[src/rtl/if_pkg.sv]
// Shared definitions for the MIPS16e-style instruction-fetch stage and the decoder.
// Holds the fetch FSM encoding, the reset/bubble constants and the 5-bit major opcodes.
package if_pkg;

  localparam int unsigned IF_WORD_SIZE = 16;
  localparam logic [15:0] IF_RESET_PC  = 16'h0000;
  localparam logic [15:0] IF_NOP_CODE  = 16'h0800;

  typedef enum logic [1:0] {
    S_BOOT  = 2'd0,
    S_FETCH = 2'd1,
    S_HELD  = 2'd2
  } state_t;

  // Major opcodes occupy code[15:11]; the decoder recodes from these.
  localparam logic [4:0] OP_ADDIUSP = 5'b00000;
  localparam logic [4:0] OP_NOP     = 5'b00001;
  localparam logic [4:0] OP_B       = 5'b00010;
  localparam logic [4:0] OP_JAL     = 5'b00011;
  localparam logic [4:0] OP_BEQZ    = 5'b00100;
  localparam logic [4:0] OP_BNEZ    = 5'b00101;
  localparam logic [4:0] OP_SHIFT   = 5'b00110;
  localparam logic [4:0] OP_ADDIU   = 5'b01001;
  localparam logic [4:0] OP_LI      = 5'b01101;
  localparam logic [4:0] OP_LW      = 5'b10011;
  localparam logic [4:0] OP_SW      = 5'b11011;
  localparam logic [4:0] OP_RRR     = 5'b11100;
  localparam logic [4:0] OP_RR      = 5'b11101;
  localparam logic [4:0] OP_EXTEND  = 5'b11110;

  function automatic logic [4:0] major_op(input logic [15:0] code);
    return code[15:11];
  endfunction

endpackage

[src/rtl/if_pc_next.sv]
// Next-PC mux for the fetch stage: hold, pc+1, redirect target or pending delay-slot target.
// Optional macro IF_BRANCH_DELAY_SLOT_EN routes redirects through a pending target.
module if_pc_next
  import if_pkg::*;
#(
  parameter int unsigned WORD_SIZE = IF_WORD_SIZE
) (
  input  state_t               i_state,
  input  logic [WORD_SIZE-1:0] i_pc,
  input  logic                 i_ready,
  input  logic                 i_stall,
  input  logic                 i_redirect,
  input  logic [WORD_SIZE-1:0] i_redirect_pc,
`ifdef IF_BRANCH_DELAY_SLOT_EN
  input  logic                 i_pend_valid,
  input  logic [WORD_SIZE-1:0] i_pend_pc,
`endif
  output logic                 o_advance,
  output logic [WORD_SIZE-1:0] o_next_pc
);

  logic [WORD_SIZE-1:0] w_pc_inc;

  assign w_pc_inc  = i_pc + WORD_SIZE'(1);
  assign o_advance = !i_stall && ((i_state == S_FETCH && i_ready) || i_state == S_HELD);

  always_comb begin
    // NOTE: default assignment first so every path drives o_next_pc and no latch is inferred.
    o_next_pc = i_pc;
`ifdef IF_BRANCH_DELAY_SLOT_EN
    // The transfer in or after the redirect cycle is the delay slot; it steers pc to the target.
    if (o_advance) begin
      if (i_redirect)        o_next_pc = i_redirect_pc;
      else if (i_pend_valid) o_next_pc = i_pend_pc;
      else                   o_next_pc = w_pc_inc;
    end
`else
    if (i_redirect)     o_next_pc = i_redirect_pc;
    else if (o_advance) o_next_pc = w_pc_inc;
`endif
  end

endmodule

[src/rtl/if_fetch_stage.sv]
// Instruction-fetch stage: PC generation, req/ready imem access, skid buffer and IF/ID register.
// Optional macro IF_BRANCH_DELAY_SLOT_EN: redirects take effect after one delay-slot instruction.
module if_fetch_stage
  import if_pkg::*;
#(
  parameter int unsigned          WORD_SIZE = IF_WORD_SIZE,
  parameter logic [WORD_SIZE-1:0] RESET_PC  = IF_RESET_PC,
  parameter logic [WORD_SIZE-1:0] NOP_CODE  = IF_NOP_CODE
) (
  input  logic                 clk,
  input  logic                 rst,
  output logic                 imem_req,
  output logic [WORD_SIZE-1:0] imem_addr,
  input  logic [WORD_SIZE-1:0] imem_rdata,
  input  logic                 imem_ready,
  input  logic                 stall,
  input  logic                 redirect,
  input  logic [WORD_SIZE-1:0] redirect_pc,
  output logic [WORD_SIZE-1:0] id_code,
  output logic [WORD_SIZE-1:0] id_pc,
  output logic                 id_valid
);

  state_t               r_state;
  logic [WORD_SIZE-1:0] r_pc;
  logic [WORD_SIZE-1:0] r_id_code;
  logic [WORD_SIZE-1:0] r_id_pc;
  logic                 r_id_valid;
  logic [WORD_SIZE-1:0] r_skid_code;
  logic [WORD_SIZE-1:0] r_skid_pc;
  logic                 w_advance;
  logic                 w_flush;
  logic [WORD_SIZE-1:0] w_next_pc;

`ifdef IF_BRANCH_DELAY_SLOT_EN
  logic                 r_pend_valid;
  logic [WORD_SIZE-1:0] r_pend_pc;

  assign w_flush = 1'b0;
`else
  assign w_flush = redirect;
`endif

  if_pc_next #(.WORD_SIZE(WORD_SIZE)) u_pc_next (
    .i_state       (r_state),
    .i_pc          (r_pc),
    .i_ready       (imem_ready),
    .i_stall       (stall),
    .i_redirect    (redirect),
    .i_redirect_pc (redirect_pc),
`ifdef IF_BRANCH_DELAY_SLOT_EN
    .i_pend_valid  (r_pend_valid),
    .i_pend_pc     (r_pend_pc),
`endif
    .o_advance     (w_advance),
    .o_next_pc     (w_next_pc)
  );

  assign imem_req  = (r_state == S_FETCH);
  assign imem_addr = r_pc;
  assign id_code   = r_id_code;
  assign id_pc     = r_id_pc;
  assign id_valid  = r_id_valid;

  // NOTE: sequential state uses non-blocking assignments so every register samples pre-edge values.
  always_ff @(posedge clk or posedge rst) begin
    if (rst) begin
      r_state     <= S_BOOT;
      r_pc        <= RESET_PC;
      r_id_code   <= NOP_CODE;
      r_id_pc     <= '0;
      r_id_valid  <= 1'b0;
      r_skid_code <= '0;
      r_skid_pc   <= '0;
    end else begin
      r_pc <= w_next_pc;
      if (w_flush) begin
        // Any rdata returned this cycle belongs to the wrong path and is dropped.
        r_state    <= S_FETCH;
        r_id_code  <= NOP_CODE;
        r_id_valid <= 1'b0;
      end else begin
        case (r_state)
          S_BOOT: r_state <= S_FETCH;
          S_FETCH: begin
            if (w_advance) begin
              r_id_code  <= imem_rdata;
              r_id_pc    <= r_pc;
              r_id_valid <= 1'b1;
            end else if (imem_ready) begin
              r_skid_code <= imem_rdata;
              r_skid_pc   <= r_pc;
              r_state     <= S_HELD;
            end else if (!stall) begin
              r_id_code  <= NOP_CODE;
              r_id_valid <= 1'b0;
            end
          end
          S_HELD: begin
            if (w_advance) begin
              r_id_code  <= r_skid_code;
              r_id_pc    <= r_skid_pc;
              r_id_valid <= 1'b1;
              r_state    <= S_FETCH;
            end
          end
          default: r_state <= S_BOOT;
        endcase
      end
    end
  end

`ifdef IF_BRANCH_DELAY_SLOT_EN
  always_ff @(posedge clk or posedge rst) begin
    if (rst) begin
      r_pend_valid <= 1'b0;
      r_pend_pc    <= '0;
    end else if (redirect && !w_advance) begin
      r_pend_valid <= 1'b1;
      r_pend_pc    <= redirect_pc;
    end else if (w_advance) begin
      r_pend_valid <= 1'b0;
    end
  end
`endif

  a_no_redirect_with_stall: assert property (@(posedge clk) disable iff (rst) !(redirect && stall));

endmodule

[config.mk]
export PLATFORM = sky130hd
export DESIGN_NAME = if_fetch_stage
export DESIGN_NICKNAME = d
export VERILOG_FILES = /design/src/rtl/if_pkg.sv /design/src/rtl/if_pc_next.sv /design/src/rtl/if_fetch_stage.sv
export SDC_FILE = /design/constraint.sdc
export NUM_CORES = 1
export LEC_CHECK = 0
export BUFFER_PORTS_ARGS = -buffer_cell sky130_fd_sc_hd__buf_2
export CAP_MARGIN = 10
export CORE_ASPECT_RATIO = 0.9
export CORE_MARGIN = 1
export CORE_UTILIZATION = 58
export DETAILED_ROUTE_END_ITERATION = 8
export GPL_ROUTABILITY_DRIVEN = 0
export GPL_TIMING_DRIVEN = 0
export PLACE_DENSITY = 0.85
export SETUP_SLACK_MARGIN = 0.1
export SYNTH_ARGS = -nofsm -noshare
export SYNTH_HDL_FRONTEND = slang
export SYNTH_SLANG_ARGS = --single-unit
[constraint.sdc]
create_clock -name clk -period 4.4 [get_ports clk]
set_clock_uncertainty 0.05 [all_clocks]
set_input_delay 0 -clock clk [delete_from_list [all_inputs] [get_ports clk]]
set_output_delay 0 -clock clk [all_outputs]
set_load 0.005 [all_outputs]
**Word-level counts from Yosys, hierarchy flattened**

Index checks and enable logic that the tools add are counted.

- Logic and storage cells: 53
- Bits in registers: 83

- $add $sub $neg: 1
- Reduce and logical (&&, ||, !) cells: 12
- Equal/unequal tests: 9
- Multiplexer cells: 22
- Bitwise logic cells: 2

Operators by type and width:

| operator | number |
|---|---|
| 16-bit two-way mux | 9 |
| 16-bit case mux with 2 select lines | 2 |
| 16-bit by 1-bit adder with 16-bit output, second input constant | 1 |
| 4-bit AND reduction | 3 |
| 2-bit two-way mux | 4 |
| 4-bit by 2-bit != test with 1-bit output, second input constant | 2 |
| 2-bit case mux with 3 select lines | 1 |
| 1-bit two-way mux | 5 |
| 2-bit by 1-bit != test with 1-bit output, second input constant | 2 |
| 2-bit nonzero test | 2 |
| 3-bit by 1-bit != test with 1-bit output, second input constant | 1 |
| 3-bit by 2-bit != test with 1-bit output, second input constant | 1 |
| 3-bit != test, second input constant | 1 |
| 3-bit AND reduction | 1 |
| 3-bit nonzero test | 1 |
| 2-bit by 1-bit equality test with 1-bit output, second input constant | 1 |
| 2-bit equality test, second input constant | 1 |
| 1-bit logical AND | 2 |
| 2-bit zero test | 1 |
| 1-bit NOT | 2 |
| 1-bit case mux with 2 select lines | 1 |
| 1-bit zero test | 1 |
| 1-bit logical OR | 1 |

**Logic depth before layout (Yosys ltp)**

Gate-level depths: netlist of the first run.

- Depth in word-level cells: 7
- Mapped depth: 6
- Gate-level depth less buffers: 5

**Hierarchy**

From an unflattened synthesis of the first run, not the netlist that was laid out.

- Cells, all modules: 347
- Area, all modules: 4351.7 um^2

By module, submodules not included:

| module | cells an instance | instances | seq. area each (um^2) | area an instance (um^2) |
|---|---|---|---|---|
| if_fetch_stage | 255 | 1 | 2078.2 | 3731.1 |
| if_pc_next | 92 | 1 | 0.0 | 620.6 |

**Worst setup path after synthesis of the first run**

No wires, ideal clock.

- Path kind: register -> register
- Start: reg r_state[1]
- End: reg r_skid_code[11]
- Path slack: 2.691 ns
- Arrival: 1.534 ns
- Setup time: 0.125 ns
- Clock period less this slack: 1.709 ns
- Stages on the path, launching flop included: 6
- Data required time: 4.225 ns
- Buffers on the path: 2
- Cells stage by stage: dfrtp_1 -> nand3b_4 -> buf_6 -> nor3b_4 -> buf_4 -> mux2_2

- Cells in the longest elaborated chain, start to end: 6

Ends and longest elaborated chain:

| item | RTL line | text |
|---|---|---|
| start: declaration | if_fetch_stage.sv:24 | `state_t r_state;` |
| start signal: assignment | if_fetch_stage.sv:68 | `r_state <= S_BOOT;` |
| start signal: assignment | if_fetch_stage.sv:79 | `r_state <= S_FETCH;` |
| start signal: assignment | if_fetch_stage.sv:84 | `S_BOOT: r_state <= S_FETCH;` |
| 2-bit by 1-bit equality test with 1-bit output | if_pc_next.sv:25, if_fetch_stage.sv:83 |  |
| 1-bit logical AND | if_pc_next.sv:25 | `assign o_advance = !i_stall && ((i_state == S_FETCH && i_ready) \|\| i_state == S_HELD);` |
| 1-bit logical OR | if_pc_next.sv:25 |  |
| 1-bit logical AND | if_pc_next.sv:25 |  |
| 1-bit NOT (no source line) | n/a |  |
| 4-bit AND reduction (no source line) * | n/a |  |
| end signal: assignment | if_fetch_stage.sv:91 | `r_skid_code <= imem_rdata;` |
| end: declaration | if_fetch_stage.sv:29 | `logic [WORD_SIZE-1:0] r_skid_code;` |

Every way passes the cells marked *; elsewhere a longest branch is shown, timed or not.
A chain may end at the register's enable or synchronous reset.

**Final worst setup path of the first run**

- Start: reg r_state[0]
- End: reg r_id_code[7] (netlist: id_code[7])

- Cells in the longest elaborated chain, start to end: 7

Ends and longest elaborated chain:

| item | RTL line | text |
|---|---|---|
| 2-bit by 1-bit equality test with 1-bit output | if_pc_next.sv:25, if_fetch_stage.sv:83 |  |
| 1-bit logical AND | if_pc_next.sv:25 |  |
| 1-bit logical OR | if_pc_next.sv:25 |  |
| 1-bit logical AND | if_pc_next.sv:25 |  |
| 16-bit two-way mux | if_fetch_stage.sv:86 | `if (w_advance) begin` |
| 16-bit case mux with 2 select lines | if_fetch_stage.sv:83 | `case (r_state)` |
| 16-bit two-way mux | if_fetch_stage.sv:77 | `if (w_flush) begin` |
| end signal: assignment | if_fetch_stage.sv:87 | `r_id_code <= imem_rdata;` |
| end signal: assignment | if_fetch_stage.sv:101 | `r_id_code <= r_skid_code;` |
| end: declaration | if_fetch_stage.sv:26 | `logic [WORD_SIZE-1:0] r_id_code;` |

Parallel ways exist; a longest one is shown, timed or not.

==> results of run 1 <==
==> synth_stat cells (all sizes together), types with 4 or more instances <==
library cell  instances  share of area
a211oi                4         0.0078
a21oi                 5         0.0065
a221o                13          0.034
a31oi                 5         0.0082
and2                 13          0.021
buf                   9          0.018
clkbuf               11          0.011
dfrtp                82           0.54
inv                   6         0.0059
mux2                 33          0.097
mux2i                14          0.037
nand2                34          0.033
nand3                 7          0.010
nor2                 16          0.016
o21ai                25          0.033
o31ai                 4         0.0078
or4                   4         0.0078
xnor2                 6          0.014
==> path summary, 6_finish.rpt <==
| check | startpoint | endpoint | cells after the start |
|---|---|---|---|
| worst min-delay path | imem_ready | r_state[0] | 4 |
| min in group asynchronous | rst | id_pc[6] | 3 |
| max in group asynchronous | rst | id_code[11] | 4 |
| worst max-delay path | r_state[0] | id_code[7] | 5 |
| worst max register to register | r_state[0] | id_code[7] | 5 |
| worst min register to register | id_pc[11] | id_pc[11] | 2 |
==> flip-flops by register name, summed over array words and instances (netlist names) <==
signal       cells
r_skid_code     16
id_code         16
id_valid         1
id_pc           16
r_state          2
r_skid_pc       16
imem_addr       16
==> through the flow <==
stage	std cells	total power, mW	setup slack, ns	util	hold WS (ns)
after global placement	499	1.28	1.34	0.699	0.156
after floorplan	327	1.17	2.21	-	0.0699
after detailed placement	500	1.31	2.38	0.704	-0.0667
after CTS	549	1.96	2.36	0.794	0.0469
after global routing	549	2.05	2.15	0.794	0.0769
final	549	1.97	2.29	0.794	0.0457
==> kinds of logic (layout without fill, tap and decap cells) <==
kind of cell | Yosys count | after routing | synth area share
AOI/OAI and AO/OA | 72 | 72 | 0.141
xor gates and xnor gates | 8 | 8 | 0.0183
adders and majority gates | 1 | 1 | 0.00326
muxes | 47 | 47 | 0.134
buffers and inverters | 26 | 161 | 0.0353
DFF | 83 | 83 | 0.542
and+or+nand+nor | 90 | 90 | 0.126
==> critical path: cells and delay by family, from the launching register on <==
family / cells / cell delay, ns
DFF: 1 / 0.45
and+or+nand+nor: 2 / 0.40
AOI/OAI and AO/OA: 1 / 0.31
buffers and inverters: 2 / 0.79
==> placed cells by master (no fill, tap or decap), types with 2 or more instances in the layout <==
| cell | count |
|---|---|
| dlygate4sd3_1 | 33 |
| buf_6 | 2 |
| buf_2 | 87 |
| xor2_1 | 2 |
| clkbuf_1 | 10 |
| mux2_2 | 31 |
| o22ai_1 | 2 |
| nand2_1 | 34 |
| clkinvlp_4 | 2 |
| a211o_1 | 3 |
| and2_1 | 13 |
| a21oi_1 | 5 |
| nand4b_1 | 2 |
| nand3_1 | 6 |
| xnor2_1 | 6 |
| inv_1 | 5 |
| mux2_1 | 2 |
| nor2_1 | 15 |
| mux2i_1 | 14 |
| or4_1 | 4 |
| a2bb2oi_1 | 2 |
| clkbuf_8 | 11 |
| and2b_1 | 2 |
| buf_4 | 5 |
| a31oi_1 | 5 |
| dfrtp_1 | 82 |
| o31ai_1 | 4 |
| a221o_1 | 13 |
| bufinv_16 | 2 |
| a211oi_1 | 4 |
| nand4_1 | 2 |
| and3_1 | 2 |
| o21ai_0 | 25 |
==> power by group <==
part	switching [mW]	internal (mW)
combinational	0.160	0.187
sequential	0.0922	0.895
clock	0.286	0.353
==> routing by layer <==
metal | up-vias | GRT usage
met4 | 0 | 0.161
met1 | 1603 | 0.404
met2 | 165 | 0.517
li1 | 1438 | -
met5 | - | 0
met3 | 39 | 0.0593
==> layout make-up <==
type / count / area (um^2)
Buffer: 20 / 113
Clock buffer: 11 / 151
Clock inverter: 5 / 83.8
Fill cell: 379 / 1290
Inverter: 6 / 25.0
Multi-Input combinational cell: 218 / 1620
Sequential cell: 83 / 2080
Tap cell: 87 / 109
Timing Repair Buffer: 119 / 783
==> repair_timing <==
action,4_1_cts,5_1_grt
hold buffers,33,0
setup buffers,0,0
hold endpoints to repair,128,0
==> results.toml, run 1 <==
[floorplanning]
dieArea_um2 = 6940
fp-row-count = 27
die_h_um = 79.1
die_width_um = 87.7
ios = 87
start_util = 0.613
core_um2 = 6250

[routing]
post_drt_wl_per_cell_um = 18.5
via_per_inst = 5.91
wirelength_mm = 10.1
wl_met3_um = 650
drcViolationCount = 0
vias = 3245
wl_met2_mm = 4.91
drt_iter0_markers = 255
drt-pass1-iter-count = 5
highest_layer = "met4"
wl_met1_mm = 4.20
drtAntennaViolNets = 0

[yosys]
syn-num-nets = 365
synth_seq_cells = 83
synth_area_per_cell_um2 = 11.7
ys_seq_area_frac = 0.542
synth-edff-count = 0
synth_top_flop_cell = "dfrtp_1"
syn_inst = 327
synth.distinct_cells = 51
async_flop_share = 1.00
synth_warnings = 0
syn_area_um2 = 3830

[setup_path]
path_cells = "and2b_1 > clkbuf_1 > nor2_2 > buf_4 > a221o_1"
start_kind = "flip-flop"
critPathMaxFanout = 10
slowest_delay_ns = 0.56
end_kind = "flip-flop"
r2r_slack_ns = 2.29
critPathSlowestCell = "clkbuf_1"
crit_arrival_ns = 2.30
critPathKind = "reg -> reg"
critPathRequiredTime_ns = 4.59

[finish]
insertedDiodeCount = 0
nNetsFinal = 495
area_growth_pct = 29.5
design_area_um2 = 4960
drive_gt1_frac = 0.335

[power]
pwr_density_cell_nw_per_um2 = 398
irDropWorstVdd_uv = 264
p_leak_nw = 2.36

[placed_design]
post_dp_cell_area_um2 = 4400
numPortBuffers = 85
dp.final_hpwl_mm = 6.18

[timing]
setup_violations = 0
slew_violations = 0
slew_headroom = 0.474
fin_crit_ns = 2.11
rsz0062_at_grt = "no"
fin_tns_setup_ns = 0
post-route-period-util = 0.480
finalHoldViolCount = 0
tightest_slew_ns = 0.769
max_freq_mhz = 473

[clocking]
h-tree-depth = 3
cts_resized = 0
clockBufferDepth = 2
cts_tree = "yes"
cts_root_buf = "clkbuf_8"
clk_pin_slew_ns = 0.08
cts.sink_count = 83
clkLatencyLatePin_ns = 0.36
cts_buffers = 9

[run_status]
status = "finished, final reports clean"

[global_route]
grt-ovfl-total = 0
track_usage = 0.316
grt_pass1_wl_mm = 16.2
grt_max_degree = 61
grt_pass1_vias = 3241
antenna_found_initial = 0

[job]
maxCapViolations = 0

[hold_path]
min_path_type = "in -> reg"
Note: power is estimated with default switching activity, not from simulation.
==> inputs of run 2 (changes only) <==
--- a/config.mk
+++ b/config.mk
@@ -9,11 +9,11 @@
 export CAP_MARGIN = 10
 export CORE_ASPECT_RATIO = 0.9
 export CORE_MARGIN = 1
-export CORE_UTILIZATION = 58
+export CORE_UTILIZATION = 54
 export DETAILED_ROUTE_END_ITERATION = 8
 export GPL_ROUTABILITY_DRIVEN = 0
 export GPL_TIMING_DRIVEN = 0
-export PLACE_DENSITY = 0.85
+export PLACE_DENSITY = 0.8
 export SETUP_SLACK_MARGIN = 0.1
 export SYNTH_ARGS = -nofsm -noshare
 export SYNTH_HDL_FRONTEND = slang
==> constraint.sdc (replaced) <==
create_clock -name clk -period 2.2 [get_ports clk]
set_clock_uncertainty 0.05 [all_clocks]
set_input_delay 0 -clock clk [delete_from_list [all_inputs] [get_ports clk]]
set_output_delay 0 -clock clk [all_outputs]
set_load 0.005 [all_outputs]
==> results.toml, run 2 (synthesis results as in run 1) <==
[placed_design]
placedCellCount = 504
post_dp_cell_area_um2 = 4410
pre_cts_ws_ns = 0.182
numPortBuffers = 85
dp.final_hpwl_mm = 6.43

[clocking]
cts_buffers = 9
clkLatencyLatePin_ns = 0.36
clockBufferDepth = 2
clk_pin_slew_ns = 0.08
cts.sink_count = 83
postCtsSetupBuffers = 0
cts_tree = "yes"
cts_root_buf = "clkbuf_8"
h-tree-depth = 3

[routing]
drtAntennaViolNets = 0
via_per_inst = 5.63
drt_iter0_markers = 152
drt-pass1-iter-count = 4
post_drt_wl_per_cell_um = 16.9
vias = 3112
wirelength_mm = 9.32
drcViolationCount = 0

[finish]
layout.core_utilization = 0.737
instances_no_fill = 553
nNetsFinal = 496
n_fill_cell = 472
design_area_um2 = 4960
insertedDiodeCount = 0
layout_common_cells = "buf_2 (87), dfrtp_1 (82), nand2_1 (34)"
area_growth_pct = 29.4
drive_gt1_frac = 0.335
layout_commonest_cell = "buf_2"

[power]
p_int_mw = 2.81
p_comb_frac = 0.177
seq_power_share = 0.514
clkPwrFrac = 0.309
p_leak_nw = 2.36
swShare = 0.265
pwr_density_cell_nw_per_um2 = 770
irDropWorstVdd_uv = 426
total_power_mw = 3.82
power.switching_mw = 1.01

[setup_path]
start_kind = "flip-flop"
critPathRequiredTime_ns = 2.40
critPathKind = "reg -> reg"
crit_arrival_ns = 2.17
timing.rr.end = "r_skid_pc[7]"
r2r-start = "r_state[1]"
critPathMaxFanout = 10
end_kind = "flip-flop"
r2r_slack_ns = 0.23
worst_r2r_path_depth = 5

[run_status]
status = "finished, final reports clean"

[floorplanning]
start_util = 0.570
fp-row-count = 28
dieArea_um2 = 7440
die_width_um = 90.8
die_h_um = 81.9
ios = 87
core_um2 = 6730

[timing]
tightest_slew_ns = 0.614
fin_crit_ns = 1.97
fin_tns_setup_ns = 0
slew_headroom = 0.590
slew_violations = 0
setup_violations = 0
setup_slack_ns = 0.226
finalHoldViolCount = 0
rsz0062_at_grt = "no"
timing.hold.ws_ns = 0.0594
post-route-period-util = 0.897
max_freq_mhz = 507

[hold_path]
hold_end = "r_state[0]"
hold_depth = 4
min_path_type = "in -> reg"
min_from = "imem_ready"

[global_route]
grt_max_degree = 35
track_usage = 0.270
grt_pass1_vias = 3119
grt-ovfl-total = 0
antenna_found_initial = 0
grt_pass1_wl_mm = 15.1

[job]
maxCapViolations = 0
-- run 2: worst max path at each step --
stage / startpoint / slack, ns / to
final: r_state[1] / 0.23 / r_skid_pc[7]
after global routing: r_state[1] / 0.1 / r_skid_code[6]
after detailed placement: r_state[0] / 0.18 / id_code[6]
after floorplan: r_state[1] / 0.49 / r_skid_code[11]
after CTS: r_state[0] / 0.14 / id_code[6]
after global placement: r_state[0] / 0.28 / id_code[7]
-- run 2: worst max-delay path, stage by stage (launching register included) --
cell      delay [ns]
dfrtp_1         0.43
nand3b_4        0.22
buf_6           0.17
nor3b_4         0.36
buf_4           0.27
mux2_2          0.36
-- run 2: final cells by class --
class                      count  area, um^2  share of cell area
multi-input combinational    218        1620               0.327
tap                           90         113              0.0227
clock inverter                 4        75.1              0.0151
timing repair buffer         120         796               0.160
inverter                       6        26.3             0.00530
buffer                        20         115              0.0232
clock buffer                  12         135              0.0273
sequential                    83        2080               0.419
-- run 2: layer usage --
layer | track usage | vias up | part of all wire
li1 | - | 1445 | -
met1 | 0.340 | 1554 | 0.43
met2 | 0.455 | 95 | 0.50
met3 | 0.0731 | 18 | 0.047
met4 | 0.0968 | 0 | 0.019
met5 | 0 | - | 0
-- run 2: power by group through the flow --
stage	Clock, mW	Combinational [mW]	Sequential [mW]
2_1_floorplan	0	0.381	1.96
3_3_place_gp	0	0.600	1.97
3_5_place_dp	0	0.635	1.99
4_1_cts	1.19	0.682	1.96
5_1_grt	1.26	0.760	2.00
6_report	1.18	0.676	1.96
-- run 2: what timing repair did --
item / 4_1_cts / 5_1_grt
hold endpoints to repair: 94 / 0
resized for setup: 0 / 5
hold buffers: 33 / 0
endpoints found under the setup margin: 0 / 16
